File: config.mk
export PLATFORM = sky130hd
export DESIGN_NAME = instr_fetch_unit
export DESIGN_NICKNAME = d
export VERILOG_FILES = /design/src/rtl/riscv_pkg.sv /design/src/rtl/instr_fetch_unit.sv
export SDC_FILE = /design/constraint.sdc
export NUM_CORES = 1
export LEC_CHECK = 0
export ABC_AREA = 1
export BUFFER_PORTS_ARGS = -buffer_cell sky130_fd_sc_hd__buf_4
export CAP_MARGIN = 20
export CELL_PAD_IN_SITES_DETAIL_PLACEMENT = 1
export CELL_PAD_IN_SITES_GLOBAL_PLACEMENT = 1
export CORE_AREA = 2 2 119 121
export CTS_BUF_LIST = sky130_fd_sc_hd__clkbuf_16
export CTS_CLUSTER_DIAMETER = 150
export DETAILED_ROUTE_END_ITERATION = 8
export DIE_AREA = 0 0 121 123
export PLACE_DENSITY = 0.87
export SETUP_SLACK_MARGIN = 0.1
export SLEW_MARGIN = 20
export SYNTH_ARGS = -nofsm -noshare
export SYNTH_HDL_FRONTEND = slang
export SYNTH_SLANG_ARGS = --single-unit
File: constraint.sdc
create_clock -name clk -period 2.07 [get_ports clk]
set_clock_uncertainty 0.2 [all_clocks]
set_input_delay 0.414 -clock clk [delete_from_list [all_inputs] [get_ports clk]]
set_output_delay 0.414 -clock clk [all_outputs]
set_load 0.01 [all_outputs]
File: src/rtl/riscv_pkg.sv
// Shared RISC-V front-end definitions: the machine word width, major opcode
// encodings, the canonical NOP and the fetch sequencer state encoding.
package riscv_pkg;

   localparam int unsigned XLEN = 32;

   localparam logic [6:0] OPCODE_R      = 7'b0110011;
   localparam logic [6:0] OPCODE_I      = 7'b0010011;
   localparam logic [6:0] OPCODE_LOAD   = 7'b0000011;
   localparam logic [6:0] OPCODE_STORE  = 7'b0100011;
   localparam logic [6:0] OPCODE_BRANCH = 7'b1100011;

   // addi x0, x0, 0
   localparam logic [31:0] NOP_INSTR = 32'h0000_0013;

   typedef enum logic [1:0] {
      S_REQ,
      S_WAIT,
      S_HOLD
   } fetch_state_t;

   function automatic logic [6:0] opcode_of(input logic [31:0] word);
      return word[6:0];
   endfunction

endpackage

File: src/rtl/instr_fetch_unit.sv
// Instruction fetch front end: owns the PC, keeps one request outstanding to
// instruction memory and holds each fetched word until decode takes it.
module instr_fetch_unit #(
   parameter int unsigned XLEN               = riscv_pkg::XLEN,
   parameter logic [XLEN-1:0] RESET_PC  = '0,
   parameter logic [XLEN-1:0] NOP_INSTR = riscv_pkg::NOP_INSTR
) (
   input  logic            clk,
   input  logic            rst,
   output logic            imem_req_valid,
   output logic [XLEN-1:0] imem_req_addr,
   input  logic            imem_req_ready,
   input  logic            imem_rsp_valid,
   input  logic [XLEN-1:0] imem_rsp_data,
   output logic            instr_valid,
   input  logic            instr_ready,
   output logic [XLEN-1:0] instr,
   output logic [XLEN-1:0] instr_pc,
   input  logic            redirect_valid,
   input  logic [XLEN-1:0] redirect_pc,
   output logic            misaligned
);
   import riscv_pkg::*;

   fetch_state_t    state;
   fetch_state_t    state_next;
   logic [XLEN-1:0] pc;
   logic            drop;
   logic            req_valid_q;
   logic            req_fire;
   logic            rsp_take;
   logic            hold_fire;

   always_ff @(posedge clk) begin
      if (rst) begin
         state <= S_REQ;
      end else begin
         state <= state_next;
      end
   end

   always_comb begin
      state_next = state;
      case (state)
         S_REQ: begin
            if (req_fire) begin
               state_next = S_WAIT;
            end
         end
         S_WAIT: begin
            if (imem_rsp_valid) begin
               state_next = (drop || redirect_valid) ? S_REQ : S_HOLD;
            end
         end
         S_HOLD: begin
            if (redirect_valid || instr_ready) begin
               state_next = S_REQ;
            end
         end
         default: state_next = S_REQ;
      endcase
   end

   // The request strobe is a flop, so acceptance is qualified by it rather than by state alone.
   always_comb begin
      imem_req_valid = req_valid_q;
      imem_req_addr  = pc;
      req_fire       = (state == S_REQ) && req_valid_q && imem_req_ready;
      rsp_take       = (state == S_WAIT) && imem_rsp_valid && !drop && !redirect_valid;
      hold_fire      = (state == S_HOLD) && instr_ready;
   end

   always_ff @(posedge clk) begin
      if (rst) begin
         pc          <= RESET_PC;
         drop        <= 1'b0;
         req_valid_q <= 1'b0;
         instr_valid <= 1'b0;
         instr       <= NOP_INSTR;
         instr_pc    <= '0;
         misaligned  <= 1'b0;
      end else begin
         req_valid_q <= (state_next == S_REQ);
         if (redirect_valid) begin
            pc          <= {redirect_pc[XLEN-1:2], 2'b00};
            instr_valid <= 1'b0;
            instr       <= NOP_INSTR;
            if (redirect_pc[1:0] != 2'b00) begin
               misaligned <= 1'b1;
            end
            // A request already in flight (or accepted this cycle) must have its word thrown away.
            drop <= req_fire || ((state == S_WAIT) && !imem_rsp_valid);
         end else begin
            if ((state == S_WAIT) && imem_rsp_valid) begin
               drop <= 1'b0;
            end
            if (rsp_take) begin
               instr       <= imem_rsp_data;
               instr_pc    <= pc;
               instr_valid <= 1'b1;
               pc          <= pc + XLEN'(4);
            end
            if (hold_fire) begin
               instr_valid <= 1'b0;
               instr       <= NOP_INSTR;
            end
         end
      end
   end

   a_rsp_only_in_wait : assert property (@(posedge clk) disable iff (rst)
      imem_rsp_valid |-> (state == S_WAIT));

   a_req_only_in_req : assert property (@(posedge clk) disable iff (rst)
      imem_req_valid |-> (state == S_REQ));

endmodule

==> results of run 1 <==
[cell families (layout without fill, tap and decap cells)]
family	after synthesis	in the layout
AO/OA/AOI/OAI	120	120
XOR/XNOR	4	4
adder cells (fa/ha/maj)	1	1
buffers and inverters	83	253
flip-flops	98	98
other	1	4
AND/OR/NAND/NOR	342	342
[per-stage QoR]
stage	total power [mW]	hold slack, ns	cell area [µm²]	utilization [%]	cells
global placement	2.53	0.241	5990	44.0	985
global route	4.26	0.0619	6290	46.2	1002
CTS	4.13	0.0469	6260	46.0	1001
finish	4.09	0.0521	6290	46.2	1002
detailed placement	2.54	0.256	5990	44.0	985
floorplan	2.26	0.274	4520	-	652
[state kept, by name, indices dropped and copies added (netlist names)]
name	flops
instr	32
instr_valid	1
instr_pc	30
drop	1
state	2
imem_req_addr	30
misaligned	1
imem_req_valid	1
[path summary, 6_finish.rpt]
path,cells after the start,slack (ns),endpoint
setup / recovery,10,0.19,imem_req_addr[26]
hold / removal,3,0.05,instr[1]
setup reg to reg,10,0.19,imem_req_addr[26]
hold reg to reg,2,0.26,instr_pc[7]
[metal layers]
layer / vias to the layer above / global-route usage (%)
met5: - / 0
met4: 0 / 8.07
met3: 16 / 2.63
met2: 120 / 34.6
met1: 2296 / 26.7
li1: 2419 / -
[synthesized netlist by cell type, drive strengths merged]
cell	n	share of area, %
a211oi	2	0.33
a21boi	2	0.33
a21oi	71	7.9
a22oi	1	0.17
a31oi	8	1.1
buf	22	3.5
clkbuf	13	1.1
clkinv	2	0.19
conb	1	0.083
dfxtp	98	43
ha	1	0.28
inv	46	3.8
nand2	214	18
nand3	37	4.1
nand3b	5	0.83
nand4	8	1.1
nor2	71	7.2
nor3	5	0.55
nor3b	1	0.17
o211ai	4	0.67
o21a	7	1.2
o21ai	25	2.8
or2	1	0.14
xor2	4	0.78
[critical path, stage by stage (launching register included)]
cell     delay, ns
dfxtp_2       0.37
ha_1          0.19
inv_1         0.10
nor2_4        0.19
nand2_2       0.13
nor2_4        0.20
nand2_1       0.08
nand2_1       0.06
nand3_1       0.09
nand2_1       0.08
a21oi_1       0.05
[report_power, final]
part	internal [mW]	switching, mW
sequential	1.94	0.0684
clock	0.814	0.777
combinational	0.235	0.255
total	2.99	1.10
[cell type report]
class | instances | area [µm²] | area share (%)
clock buffers | 9 | 225 | 3.58
multi-input cells | 471 | 2180 | 34.7
repair buffers | 189 | 1460 | 23.2
inverters | 48 | 181 | 2.89
flip-flops and latches | 98 | 1970 | 31.3
clock inverters | 7 | 46.3 | 0.736
well taps | 180 | 225 | 3.58
[repair_timing]
item                                    CTS  global route
buffers inserted                          0             1
resized for setup                         0             8
endpoints found under the setup margin    0            13
hold buffers                              0             0
==> metrics.txt, run 1 <==
GP Congestion=0.865; CP required=2.09 ns; Synth Area in Simple Gates=32.3%; commonest non-fill, non-tap cell in the layout=nand2_1; Slew headroom=65.2%; Lkg Pwr=2.72 nW; met3 WL=730 µm; pwr/cell area=651 mW/mm²; drt first pass iters=4; Final ANT Viol Nets=0; setup ws final=0.191 ns; Worst-path clk slew=0.07 ns; Post-Syn Instances=649; vias in the first global route=4753; met1 wire length=7040 µm; First DRT Iteration DRCs=208; maxcap violations=0; worst-skew pair later-pin latency=0.35 ns; pre-CTS worst setup slack=0.154 ns; fraction of layout cells with a size suffix above 1=27.7%; Boundary Pins=169; Slew @ Worst Pin=0.521 ns; chip height=123 µm; YS warnings=0; Remaining DRCs=0; post-synthesis compound-gate area fraction=14.4%; Avg WL per Cell=15.5 µm; Post-Synth Adder-Cell Area=0.277%; Final min period=1.88 ns; CP arrival=1.90 ns; root buffer cell=clkbuf_16; CP Launch Point=imem_req_addr[3]; crit path launch type=register; Post-Syn Area per Cell=6.95 µm²; TritonCTS buffer count=9; VDD IR max=308 µV; GRT Util Overall=20.5%; largest net degree at the start of global routing=44; Final period util=90.8%; initial antenna violation count=0; kind of critical path=register to register; Die Wd=121 µm; Hold Crit Class=primary input to register; nets=888; RSZ-0062 raised after global routing=true; Port Buffers=164; startpoint of the worst register-to-register path=imem_req_addr[3]; Post-Synthesis Cell Area=0.00451 mm²; Distinct cells, synth=35; highest metal layer with signal wires=met4; Die Area=0.0149 mm²; via count=4851; Rows=43; Core ar.=0.0136 mm²; CTS H-tree lvls=3; first-pass GRT wire length=23900 µm; crit path max fanout=7; CTS tree=built; post-synthesis mux area share=0%; Fillers=1797; Final Setup Violations=0; largest family of logic cells by synthesized area=simple AND/OR/NAND/NOR gates; Initial Utilization=33.1%; Antenna Cells=0; Detailed Place HPWL=11300 µm; sequential fraction of the synthesis area=43.5%; min-delay src=imem_rsp_data[1]; met2 WL=7490 µm; clock sinks=98; Synth Area in XOR/XNOR=0.777%; CP Capture Type=register; Max Root-Sink Buffers=2; FMAX=532 MHz; Seq cells post-synth=98; TNS Setup=0 ns; commonest non-fill, non-tap cells in the layout=nand2_1, buf_4, dfxtp_1; final-report hold violation count=0; GRT overflow=0; Pins Over Slew Limit=0; area grow syn2layout=39.4%; status=completed; routed wire length=15500 µm; Via-to-Cell Ratio=4.84
(Power assumes the default switching activity.)
==> run 2, diff against run 1 <==
- GPL_TIMING_DRIVEN: default -> 0
- PLACE_DENSITY: 0.87 -> 0.75
==> run 2 against run 1 <==
Net effect: utilization is 0.43 points higher; highest routed layer unchanged; critical path type unchanged; combinational power hardly changed; flip-flop and latch count stayed put; count of clock-buffer cells in the layout stayed put; non-clock buffer count is 11 higher; hold slack worse by 0.0025 ns; global-route usage is 2.8 points higher; largest power group unchanged; sequential share of layout area is 0.19 points lower; final area is 0.94% higher; die area stayed put.
==> metrics.txt, run 2 (synthesized netlist as in run 1, its figures left out) <==
clock power share=42.7% (was 38.9%); critical path cell sequence=ha_2, inv_1, nor2_4, nand2_2, nor2_4, nand2_1, nand2_1, nand3_1, nand2_1, a21oi_1 (was ha_1, inv_1, nor2_4, nand2_2, nor2_4, nand2_1, nand2_1, nand3_1, nand2_1, a21oi_1); first-pass GRT wire length=26600 µm (was 23900 µm); area grow syn2layout=40.7% (was 39.4%); Core ar.=0.0136 mm² (unchanged); Finished Layout Cells=1013 (was 1002); Pins Over Slew Limit=0 (unchanged); worst-skew pair later-pin latency=0.36 ns (was 0.35 ns); Boundary Pins=169 (unchanged); logic gate share of total power=11.2% (was 12.0%); max reg flops=32 (unchanged); kind of critical path=register to register (unchanged); Final min period=1.87 ns (was 1.88 ns); chip height=123 µm (unchanged); initial antenna violation count=0 (unchanged); Hold Crit Class=primary input to register (unchanged); Reg power frac=46.1% (was 49.1%); P_sw=1.14 mW (was 1.10 mW); Rows=43 (unchanged); CTS H-tree lvls=3 (unchanged); most frequent CP cell=nand2_1 (unchanged); Critical Path Max Stage Delay=0.38 ns (was 0.37 ns); GP Congestion=0.883 (was 0.865); CTS tree=built (unchanged); First DRT Iteration DRCs=166 (was 208); Die Area=0.0149 mm² (unchanged); root buffer cell=clkbuf_16 (unchanged); pwr/cell area=690 mW/mm² (was 651 mW/mm²); nets=899 (was 888); multi-input logic area=0.00219 mm² (was 0.00218 mm²); Sw Ratio=26.0% (was 26.9%); largest net degree at the start of global routing=18 (was 44); maxcap violations=0 (unchanged); RSZ-0062 raised after global routing=true (unchanged); final instance area=0.00634 mm² (was 0.00629 mm²); CP arrival=1.89 ns (was 1.90 ns); Antenna Cells=0 (unchanged); Hold-fix buffers, CTS=0 (unchanged); Detailed Place HPWL=13200 µm (was 11300 µm); CP required=2.09 ns (about the same); final-report hold violation count=0 (unchanged); CP Capture Type=register (unchanged); Slew headroom=51.7% (was 65.2%); Fillers=1774 (was 1797); commonest non-fill, non-tap cells in the layout=nand2_1, buf_4, dfxtp_1 (unchanged); Avg WL per Cell=17.1 µm (was 15.5 µm); FMAX=533 MHz (was 532 MHz); placed cells=995 (was 985); Initial Utilization=33.1% (unchanged); Reg with most FFs=instr (unchanged); commonest non-fill, non-tap cell in the layout=nand2_1 (unchanged); GRT overflow=0 (unchanged); status=completed (unchanged); register area=0.00197 mm² (about the same); routed wire length=17300 µm (was 15500 µm); Final period util=90.6% (was 90.8%); Port Buffers=163 (was 164); CP max-delay cell=dfxtp_2 (unchanged); Slew @ Worst Pin=0.724 ns (was 0.521 ns); clock sinks=98 (unchanged); TritonCTS buffer count=9 (unchanged); VDD IR max=401 µV (was 308 µV); Via-to-Cell Ratio=4.90 (was 4.84); Worst-path clk slew=0.07 ns (about the same); via count=4964 (was 4851); internal power=3.24 mW (was 2.99 mW); drt first pass iters=4 (unchanged); fraction of layout cells with a size suffix above 1=28.0% (was 27.7%); final core occ=46.6% (was 46.2%); GRT Util Overall=23.3% (was 20.5%); vias in the first global route=5122 (was 4753); Die Wd=121 µm (unchanged); Max Root-Sink Buffers=2 (unchanged); Final ANT Viol Nets=0 (unchanged); Final Setup Violations=0 (unchanged); Lkg Pwr=2.73 nW (was 2.72 nW); crit path launch type=register (unchanged); placed instance area=0.00597 mm² (was 0.00599 mm²); crit path max fanout=7 (unchanged); Remaining DRCs=0 (unchanged)
run 2: cell count changes in the layout (fill, tap and decap cells not counted), moves of 2 or more:
cell / before / now
buf_4: 186 / 170
clkbuf_1: 0 / 13
buf_2: 0 / 9
buf_6: 0 / 6
nor2_2: 4 / 8
buf_12: 3 / 0
dfxtp_1: 93 / 90
inv_6: 1 / 4
bufinv_16: 0 / 2
clkinv_4: 2 / 0
dfxtp_2: 5 / 7
nor2_1: 60 / 58
nor2_4: 6 / 4
run 2: area by class of cell:
class / count / share of cell area (%)
Clock inverter: 7 / 1.56
Clock buffer: 9 / 3.55
Buffer: 35 / 3.31
Inverter: 48 / 2.90
Tap cell: 180 / 3.55
Multi-Input combinational cell: 471 / 34.5
Sequential cell: 98 / 31.1
Timing Repair Buffer: 165 / 19.5
run 2: power by group through the flow:
stage	clock network [mW]	logic [mW]	registers [mW]
after floorplan	0	0.201	2.06
after global placement	0	0.474	2.05
after detailed placement	0	0.487	2.06
after CTS	1.90	0.491	2.01
after global routing	1.98	0.540	2.03
final	1.87	0.491	2.02
run 2: path summary, 6_finish.rpt:
kind                       end  slack, ns        startpoint  cells past startpoint
max          imem_req_addr[26]       0.20  imem_req_addr[2]                     10
min                   instr[4]       0.05  imem_rsp_data[4]                      3
max reg2reg  imem_req_addr[26]       0.20  imem_req_addr[2]                     10
min reg2reg         misaligned       0.26        misaligned                      2
run 2: critical path, delay by kind of cell, from the launching register on:
family                     cells  cell delay (ns)
buffers and inverters          1             0.09
and+or+nand+nor                7             0.80
AOI/OAI and AO/OA              1             0.05
DFF                            1             0.38
adders and majority gates      1             0.21
run 2: what timing repair did:
action	CTS	global route
resized for setup	2	16
endpoints found under the setup margin	5	21
pin swaps	1	2
setup buffers	0	2
run 2: stage by stage:
step	setup slack, ns	TNS (ns)	power, mW	hold slack (ns)
2_1_floorplan	0.332	0	2.26	0.274
3_3_place_gp	-0.116	-0.428	2.53	0.239
3_5_place_dp	-0.0726	-0.313	2.54	0.251
4_1_cts	0.0893	0	4.40	0.0490
5_1_grt	0.0752	0	4.55	0.0500
6_report	0.195	0	4.38	0.0496
run 2: per-layer routing:
layer,share of wire (%),GRT usage (%),vias up
met5,0,0,-
met2,48,39.2,124
li1,-,-,2450
met4,2.9,10.1,0
met3,4.2,3.18,27
met1,45,29.8,2363
